$ cat src/rtl/alarm_pkg.sv
// Shared types for the alarm sounding controller.
package alarm_pkg;

  typedef enum logic [1:0] {
    IDLE   = 2'd0,
    RING   = 2'd1,
    SNOOZE = 2'd2,
    DONE   = 2'd3
  } alarm_state_e;

  localparam int SNZ_CNT_W = 4;

endpackage

$ cat src/rtl/alarm_ringer_edge_rise.sv
// Registered rising-edge detector: a level rising on cycle N gives a one-cycle pulse on N+1.
module edge_rise (
  input  logic masCLK,
  input  logic Reset,
  input  logic level,
  output logic pulse
);

  logic prev;

  always_ff @(posedge masCLK) begin
    if (Reset) begin
      prev  <= 1'b0;
      pulse <= 1'b0;
    end else begin
      prev  <= level;
      pulse <= level & ~prev;
    end
  end

endmodule

$ cat src/rtl/alarm_ringer.sv
// Alarm sounding FSM: rings with a 1:1 beep, allows a bounded number of snoozes,
// auto-silences after a timeout and waits for the minute match to clear before re-arming.
module alarm_ringer
  import alarm_pkg::*;
#(
  parameter int unsigned BEEP_DIV   = 25_000_000,
  parameter int unsigned SNOOZE_S   = 300,
  parameter int unsigned TIMEOUT_S  = 60,
  parameter int unsigned MAX_SNOOZE = 3
) (
  input  logic                 masCLK,
  input  logic                 Reset,
  input  logic                 tick_1s,
  input  logic                 match,
  input  logic                 Alarm_ON,
  input  logic                 Snooze_in,
  input  logic                 Stop_in,
  output logic                 Buzzer,
  output logic                 ringing,
  output logic                 snoozed,
  output logic [SNZ_CNT_W-1:0] snooze_cnt
);

  localparam int RS_W = $clog2(TIMEOUT_S + 1);
  localparam int SL_W = $clog2(SNOOZE_S + 1);
  localparam int DV_W = (BEEP_DIV > 1) ? $clog2(BEEP_DIV) : 1;

  localparam logic [RS_W-1:0]      RING_LAST = RS_W'(TIMEOUT_S - 1);
  localparam logic [SL_W-1:0]      SNZ_LOAD  = SL_W'(SNOOZE_S);
  localparam logic [DV_W-1:0]      DIV_LAST  = DV_W'(BEEP_DIV - 1);
  localparam logic [SNZ_CNT_W-1:0] SNZ_MAX   = SNZ_CNT_W'(MAX_SNOOZE);

  alarm_state_e    state;
  logic [RS_W-1:0] ring_sec;
  logic [SL_W-1:0] snz_left;
  logic [DV_W-1:0] div_cnt;
  logic            snz_edge;
  logic            stop_edge;

  edge_rise u_snooze_edge (
    .masCLK (masCLK),
    .Reset  (Reset),
    .level  (Snooze_in),
    .pulse  (snz_edge)
  );

  edge_rise u_stop_edge (
    .masCLK (masCLK),
    .Reset  (Reset),
    .level  (Stop_in),
    .pulse  (stop_edge)
  );

  // Each branch writes the flag outputs for the state it moves to, so they stay registered.
  always_ff @(posedge masCLK) begin
    if (Reset) begin
      state      <= IDLE;
      ring_sec   <= '0;
      snz_left   <= '0;
      div_cnt    <= '0;
      Buzzer     <= 1'b0;
      ringing    <= 1'b0;
      snoozed    <= 1'b0;
      snooze_cnt <= '0;
    end else begin
      case (state)
        IDLE: begin
          if (Alarm_ON && match) begin
            state    <= RING;
            ringing  <= 1'b1;
            Buzzer   <= 1'b1;
            ring_sec <= '0;
            div_cnt  <= '0;
          end
        end

        RING: begin
          if (!Alarm_ON || stop_edge) begin
            state   <= DONE;
            ringing <= 1'b0;
            Buzzer  <= 1'b0;
          end else if (snz_edge && (snooze_cnt < SNZ_MAX)) begin
            state      <= SNOOZE;
            ringing    <= 1'b0;
            snoozed    <= 1'b1;
            Buzzer     <= 1'b0;
            snooze_cnt <= snooze_cnt + SNZ_CNT_W'(1);
            snz_left   <= SNZ_LOAD;
          end else if (tick_1s && (ring_sec == RING_LAST)) begin
            state   <= DONE;
            ringing <= 1'b0;
            Buzzer  <= 1'b0;
          end else begin
            if (tick_1s) ring_sec <= ring_sec + RS_W'(1);
            if (div_cnt == DIV_LAST) begin
              div_cnt <= '0;
              Buzzer  <= ~Buzzer;
            end else begin
              div_cnt <= div_cnt + DV_W'(1);
            end
          end
        end

        SNOOZE: begin
          if (!Alarm_ON || stop_edge) begin
            state   <= DONE;
            snoozed <= 1'b0;
          end else if (tick_1s) begin
            if (snz_left == SL_W'(1)) begin
              state    <= RING;
              snoozed  <= 1'b0;
              ringing  <= 1'b1;
              Buzzer   <= 1'b1;
              ring_sec <= '0;
              div_cnt  <= '0;
            end else begin
              snz_left <= snz_left - SL_W'(1);
            end
          end
        end

        DONE: begin
          // Holding here until match drops stops a re-trigger within the same minute.
          if (!match) begin
            state      <= IDLE;
            snooze_cnt <= '0;
          end
        end

        default: state <= IDLE;
      endcase
    end
  end

endmodule

$ cat config.mk
export PLATFORM = sky130hd
export DESIGN_NAME = alarm_ringer
export DESIGN_NICKNAME = d
export VERILOG_FILES = /design/src/rtl/alarm_pkg.sv /design/src/rtl/alarm_ringer_edge_rise.sv /design/src/rtl/alarm_ringer.sv
export SDC_FILE = /design/constraint.sdc
export NUM_CORES = 1
export LEC_CHECK = 0
export BUFFER_PORTS_ARGS = -buffer_cell sky130_fd_sc_hd__buf_2
export CORE_UTILIZATION = 55
export CTS_CLUSTER_DIAMETER = 60
export DETAILED_ROUTE_END_ITERATION = 12
export GPL_TIMING_DRIVEN = 0
export PLACE_DENSITY = 0.75
export SLEW_MARGIN = 20
export SYNTH_ARGS = -nofsm -noshare
export SYNTH_HDL_FRONTEND = slang
export SYNTH_SLANG_ARGS = --single-unit
export TNS_END_PERCENT = 100
$ cat constraint.sdc
create_clock -name masCLK -period 2.1 [get_ports masCLK]
set_input_delay 0 -clock masCLK [delete_from_list [all_inputs] [get_ports masCLK]]
set_output_delay 0 -clock masCLK [all_outputs]
set_load 0.01 [all_outputs]
Word-level counts from Yosys, hierarchy flattened
Cells that the tools add are included.

Add/sub/neg operators: 4. Magnitude comparators: 1. Equal/unequal tests: 21. Mux-type cells: 56. Bitwise operators: 5. Reductions and logical operators: 17.

Operators with widths (number): $mux 25 (8); $pmux 25 s3 (1); $mux 6 (8); $mux 9 (5); $add 25x1->25 const B (1); $eq 25x25->1 const B (1); $ne 2x2->1 const B (11); $pmux 6 s3 (1); $pmux 9 s2 (1); $reduce_and 6->1 (3); $mux 1 (16); $mux 2 (8); $mux 4 (3); $reduce_and 5->1 (2); $eq 9x1->1 const B (1); $reduce_and 9->1 (1); $sub 9x1->9 const B (1); $pmux 2 s4 (1); $pmux 4 s2 (1); $reduce_and 8->1 (1); $add 6x1->6 const B (1); $eq 6x6->1 const B (1); $ne 3x3->1 const B (2); $pmux 1 s3 (2); other kinds (16) (23).

Flip-flop bits (word level): 53. Bits of input ports: 7. Output and inout bits: 7. Word-level logic and storage cells: 116.

Depth between registers and ports, before layout
Word-level depth: 6. Depth in mapped cells: 8. Mapped depth without buffers: 7.

Hierarchy
Synthesis repeated with hierarchy kept, for this count alone.

Cells, all modules: 306. Area, all modules: 2683.8 sq um.

Modules (own cells, without submodules): alarm_ringer (instances 1, cells an instance 298, area an instance 2566.2 sq um, sequential area each 980.9 sq um); edge_rise (instances 2, cells an instance 4, area an instance 58.8 sq um, sequential area each 40.0 sq um).

Worst setup path before layout
No wires, ideal clock.

Path type: reg2reg. From: register snooze_cnt[0]. To: register snz_left[4]. Library setup time: 115 ps. Data arrival time: 2109 ps. Data required time: 1985 ps. Slack: -124 ps. Stages on the path, launching flop included: 8. Path through: dfxtp_1 > ha_1 > or4b_1 > or3_1 > clkbuf_1 > a2111oi_2 > xnor2_1 > nor2_1.

Word-level cells in the longest chain between the ends: 4.

RTL lines: start, declared (RTL line alarm_ringer.sv:21) `output logic [SNZ_CNT_W-1:0] snooze_cnt`; start signal, assigned (RTL line alarm_ringer.sv:87) `snooze_cnt <= snooze_cnt + SNZ_CNT_W'(1);`; $lt 4x2->1 (RTL line alarm_ringer.sv:82) `end else if (snz_edge && (snooze_cnt < SNZ_MAX)) begin`; $logic_and 1x1->1 (RTL line alarm_ringer.sv:82); $ne 2x2->1 (no line); $reduce_and 6->1 (no line); end signal, assigned (RTL line alarm_ringer.sv:117) `snz_left <= snz_left - SL_W'(1);`; end, declared (RTL line alarm_ringer.sv:35) `logic [SL_W-1:0] snz_left;`.

Every way passes these cells. A chain may end at the register's enable or synchronous reset.

Worst setup path in the final report
From: register snz_left[1]. To: register div_cnt[24].

Word-level cells in the longest chain between the ends: 3.

RTL lines: $eq 9x1->1 (RTL line alarm_ringer.sv:109) `if (snz_left == SL_W'(1)) begin`; $ne 2x2->1 (no line); $reduce_and 8->1 (no line); end signal, assigned (RTL line alarm_ringer.sv:99) `div_cnt <= div_cnt + DV_W'(1);`; end, declared (RTL line alarm_ringer.sv:36) `logic [DV_W-1:0] div_cnt;`.

Every way passes these cells.

==> impl_metrics.py <==
metrics = {
    "run_status": {
        "status": "finished with violations",
        "violations": "negative setup slack",
    },
    "sta": {
        "fin_crit_ns": 2.25,
        "fmax_mhz": 444,
        "setup_viol": 31,
        "rsz0062_at_grt": "yes",
        "hold_violations": 0,
        "worstMarginPinSlew_ns": 0.613,
        "slew_viol_final": 0,
        "fin_crit_sh_pct": 107,
        "finalWorstSetupSlack_ns": -0.152,
        "skew_ns": 0.00476,
        "slew_headroom_pct": 59.1,
    },
    "finish": {
        "instances_no_fill": 476,
        "fillers": 368,
        "fin_area_um2": 3850,
        "diodes": 0,
        "layout_common_cells": "dfxtp_1, nand3_1, nand2_1, buf_4, nor2_1",
        "syn_to_final_growth_pct": 29.6,
        "nNetsFinal": 417,
        "drive_above_1_share_pct": 29.3,
        "layout_commonest_cell": "dfxtp_1",
    },
    "synthesis": {
        "syn_inst": 353,
        "ys_async_sr_fraction_pct": 0,
        "ys_warn_count": 0,
        "ys.flop_type": "dfxtp_1",
        "synthDistinctLibCells": 67,
        "synth-seq-cells": 53,
        "seq_area_frac_synth_pct": 35.7,
        "netlist_area_um2": 2970,
        "synth-edff-count": 0,
        "syn_nets": 365,
        "syn_avg_cell_area_um2": 8.41,
    },
    "worst_setup_path": {
        "crit_path_end_kind": "flop",
        "regToRegStartpoint": "snz_left[1]",
        "path_class": "reg -> reg",
        "crit_end": "div_cnt[24]",
        "r2r_setup_slack_ns": -0.15,
        "reg2reg_to": "div_cnt[24]",
        "crit_path_start": "snz_left[1]",
        "reg2reg_depth": 9,
        "crit_path_start_kind": "flop",
        "crit_required_ns": 2.33,
        "critical_path_arrival_ns": 2.48,
        "path_max_fanout": 7,
    },
    "cts": {
        "cts_buffers": 5,
        "clockBufferDepth": 2,
        "cts_tree": "done",
        "clock-sinks": 53,
        "htree_num_levels": 2,
        "worstSkewPairLatency_ns": 0.32,
        "path_clk_slew_ns": 0.10,
        "root_buffer": "clkbuf_8",
    },
    "global_routing": {
        "grt.overflow.total": 0,
        "grt_antenna_before_repair": 0,
        "grt_max_degree": 18,
        "grt_pass1_vias": 2688,
        "grt_first_pass_wirelength_um": 13000,
        "grt_usage_pct": 30.0,
    },
    "placement": {
        "place_area_um2": 3160,
        "port_buffers": 12,
        "post-dp-hpwl_um": 5260,
        "numPlacedInstances": 435,
        "place.gp.congestion": 0.913,
    },
    "hold_path": {
        "hp-class": "in -> reg",
    },
    "pwr": {
        "combPwrFrac_pct": 22.2,
        "internal-power_uw": 1480,
        "power.switching_uw": 670,
        "pwr-share-seq_pct": 48.7,
        "total_leakage_power_uw": 0.00139,
        "power_uw": 2150,
        "p_sw_share_pct": 31.2,
        "ir_worst_vdd_v": 0.000518,
        "p_clk_share_pct": 29.0,
        "power.density_nw_per_um2": 559,
    },
    "detailed_routing": {
        "drt-vias-per-instance": 6.58,
        "num_vias": 3134,
        "drc": 0,
        "drtIter0Drc": 255,
        "final_antenna_net_count": 0,
        "wl_per_cell_um": 19.0,
        "dr.pass1.iters": 5,
        "finalWirelength_um": 9040,
    },
    "die": {
        "die-height_um": 75.5,
        "initial_core_util_pct": 57.8,
        "die_area_um2": 5700,
        "die-width_um": 75.5,
        "pin_count": 14,
        "num_rows": 26,
        "coreArea_um2": 5140,
    },
    "flow_run": {
        "max_cap_viol_count": 0,
    },
}
-- worst min-delay path by stage --
stage,startpoint,endpoint,cells past startpoint
final,Reset,div_cnt[3],3
after floorplan,Snooze_in,u_snooze_edge.prev,1
after global placement,Stop_in,u_stop_edge.prev,2
after detailed placement,Stop_in,u_stop_edge.prev,2
after CTS,Reset,div_cnt[3],3
after global routing,Reset,div_cnt[6],3
-- sequential cells by signal (all words and copies together) (netlist names), 2 cells and up --
name        cells
state           2
snooze_cnt      4
snz_left        9
div_cnt        25
ring_sec        6
-- cells in the mapped netlist, types with 4 or more instances --
| cell | instances | area [um^2] |
|---|---|---|
| a211oi_1 | 5 | 37.5 |
| a21oi_1 | 25 | 125 |
| a32oi_1 | 6 | 52.6 |
| and3_1 | 7 | 43.8 |
| clkbuf_1 | 9 | 33.8 |
| dfxtp_1 | 53 | 1060 |
| ha_1 | 5 | 62.6 |
| inv_1 | 17 | 63.8 |
| nand2_1 | 25 | 93.8 |
| nand2b_1 | 4 | 25.0 |
| nand3_1 | 30 | 150 |
| nand4_1 | 13 | 81.3 |
| nor2_1 | 23 | 86.3 |
| nor2b_1 | 10 | 62.6 |
| nor3_1 | 5 | 25.0 |
| nor4_1 | 6 | 37.5 |
| o211ai_1 | 5 | 37.5 |
| o21ai_0 | 6 | 30.0 |
| o32ai_1 | 9 | 78.8 |
| or3_1 | 9 | 56.3 |
| or4_1 | 5 | 37.5 |
| or4b_1 | 6 | 60.1 |
| xnor2_1 | 6 | 52.6 |
-- timing repair --
item | in CTS | in global routing
resized for setup | 32 | 44
endpoints found under the hold margin | 2 | 0
hold buffers | 2 | 0
buffers inserted | 21 | 9
pin swaps | 17 | 17
endpoints found under the setup margin | 37 | 33
gates cloned | 1 | 2
-- per-layer routing --
metal | vias up | global-route usage [%] | share of wire (%)
met4 | 0 | 10.3 | 2.8
met1 | 1499 | 42.1 | 44
met5 | - | 0 | 0
li1 | 1449 | - | -
met2 | 158 | 47.3 | 47
met3 | 28 | 4.37 | 6.8
-- cell type report --
cell class / count / area [um^2] / area share [%]
clock inverters: 3 / 21.3 / 0.553
multi-input cells: 268 / 2050 / 53.3
plain buffers: 14 / 121 / 3.15
inverters: 17 / 66.3 / 1.72
well taps: 70 / 87.6 / 2.28
clock buffers: 5 / 68.8 / 1.79
flip-flops and latches: 53 / 1080 / 28.1
repair buffers: 46 / 349 / 9.07
-- cell families (layout without fill, tap and decap cells) --
logic type                 count (synthesis)  after routing  synth area share (%)
AOI/OAI and AO/OA                         90             90                  23.2
muxes                                      2              2                 0.674
and+or+nand+nor                          163            164                  31.1
buffers and inverters                     33             85                  5.14
adders and majority gates                  5              5                  2.11
DFF                                       53             53                  35.7
xor gates and xnor gates                   7              7                  2.06
-- power by group through the flow --
stage / clock network [uW] / logic, uW / registers, uW
after floorplan: 0 / 218 / 1070
after global placement: 0 / 289 / 1070
after detailed placement: 0 / 293 / 1070
after CTS: 609 / 373 / 1050
after global routing: 660 / 509 / 1050
final: 624 / 478 / 1050
-- through the flow --
step	worst slack [ns]	setup TNS (ns)	util (%)	hold slack [ns]
floorplan	-0.0223	-0.0445	-	0.155
global placement	-0.397	-6.56	61.4	0.246
detailed placement	-0.414	-7.18	61.4	0.289
CTS	-0.0673	-0.272	69.3	0.0883
global route	-0.271	-5.72	74.9	0.107
finish	-0.152	-2.87	74.9	0.110
-- worst max-delay path, stage by stage, from the launching register on --
cell	delay [ns]
dfxtp_4	0.37
inv_4	0.07
ha_4	0.11
or4b_4	0.49
o31ai_4	0.28
buf_4	0.17
a21bo_4	0.12
buf_12	0.15
nand2_8	0.09
o41ai_2	0.30
Note: power is estimated with default switching activity, not from simulation.
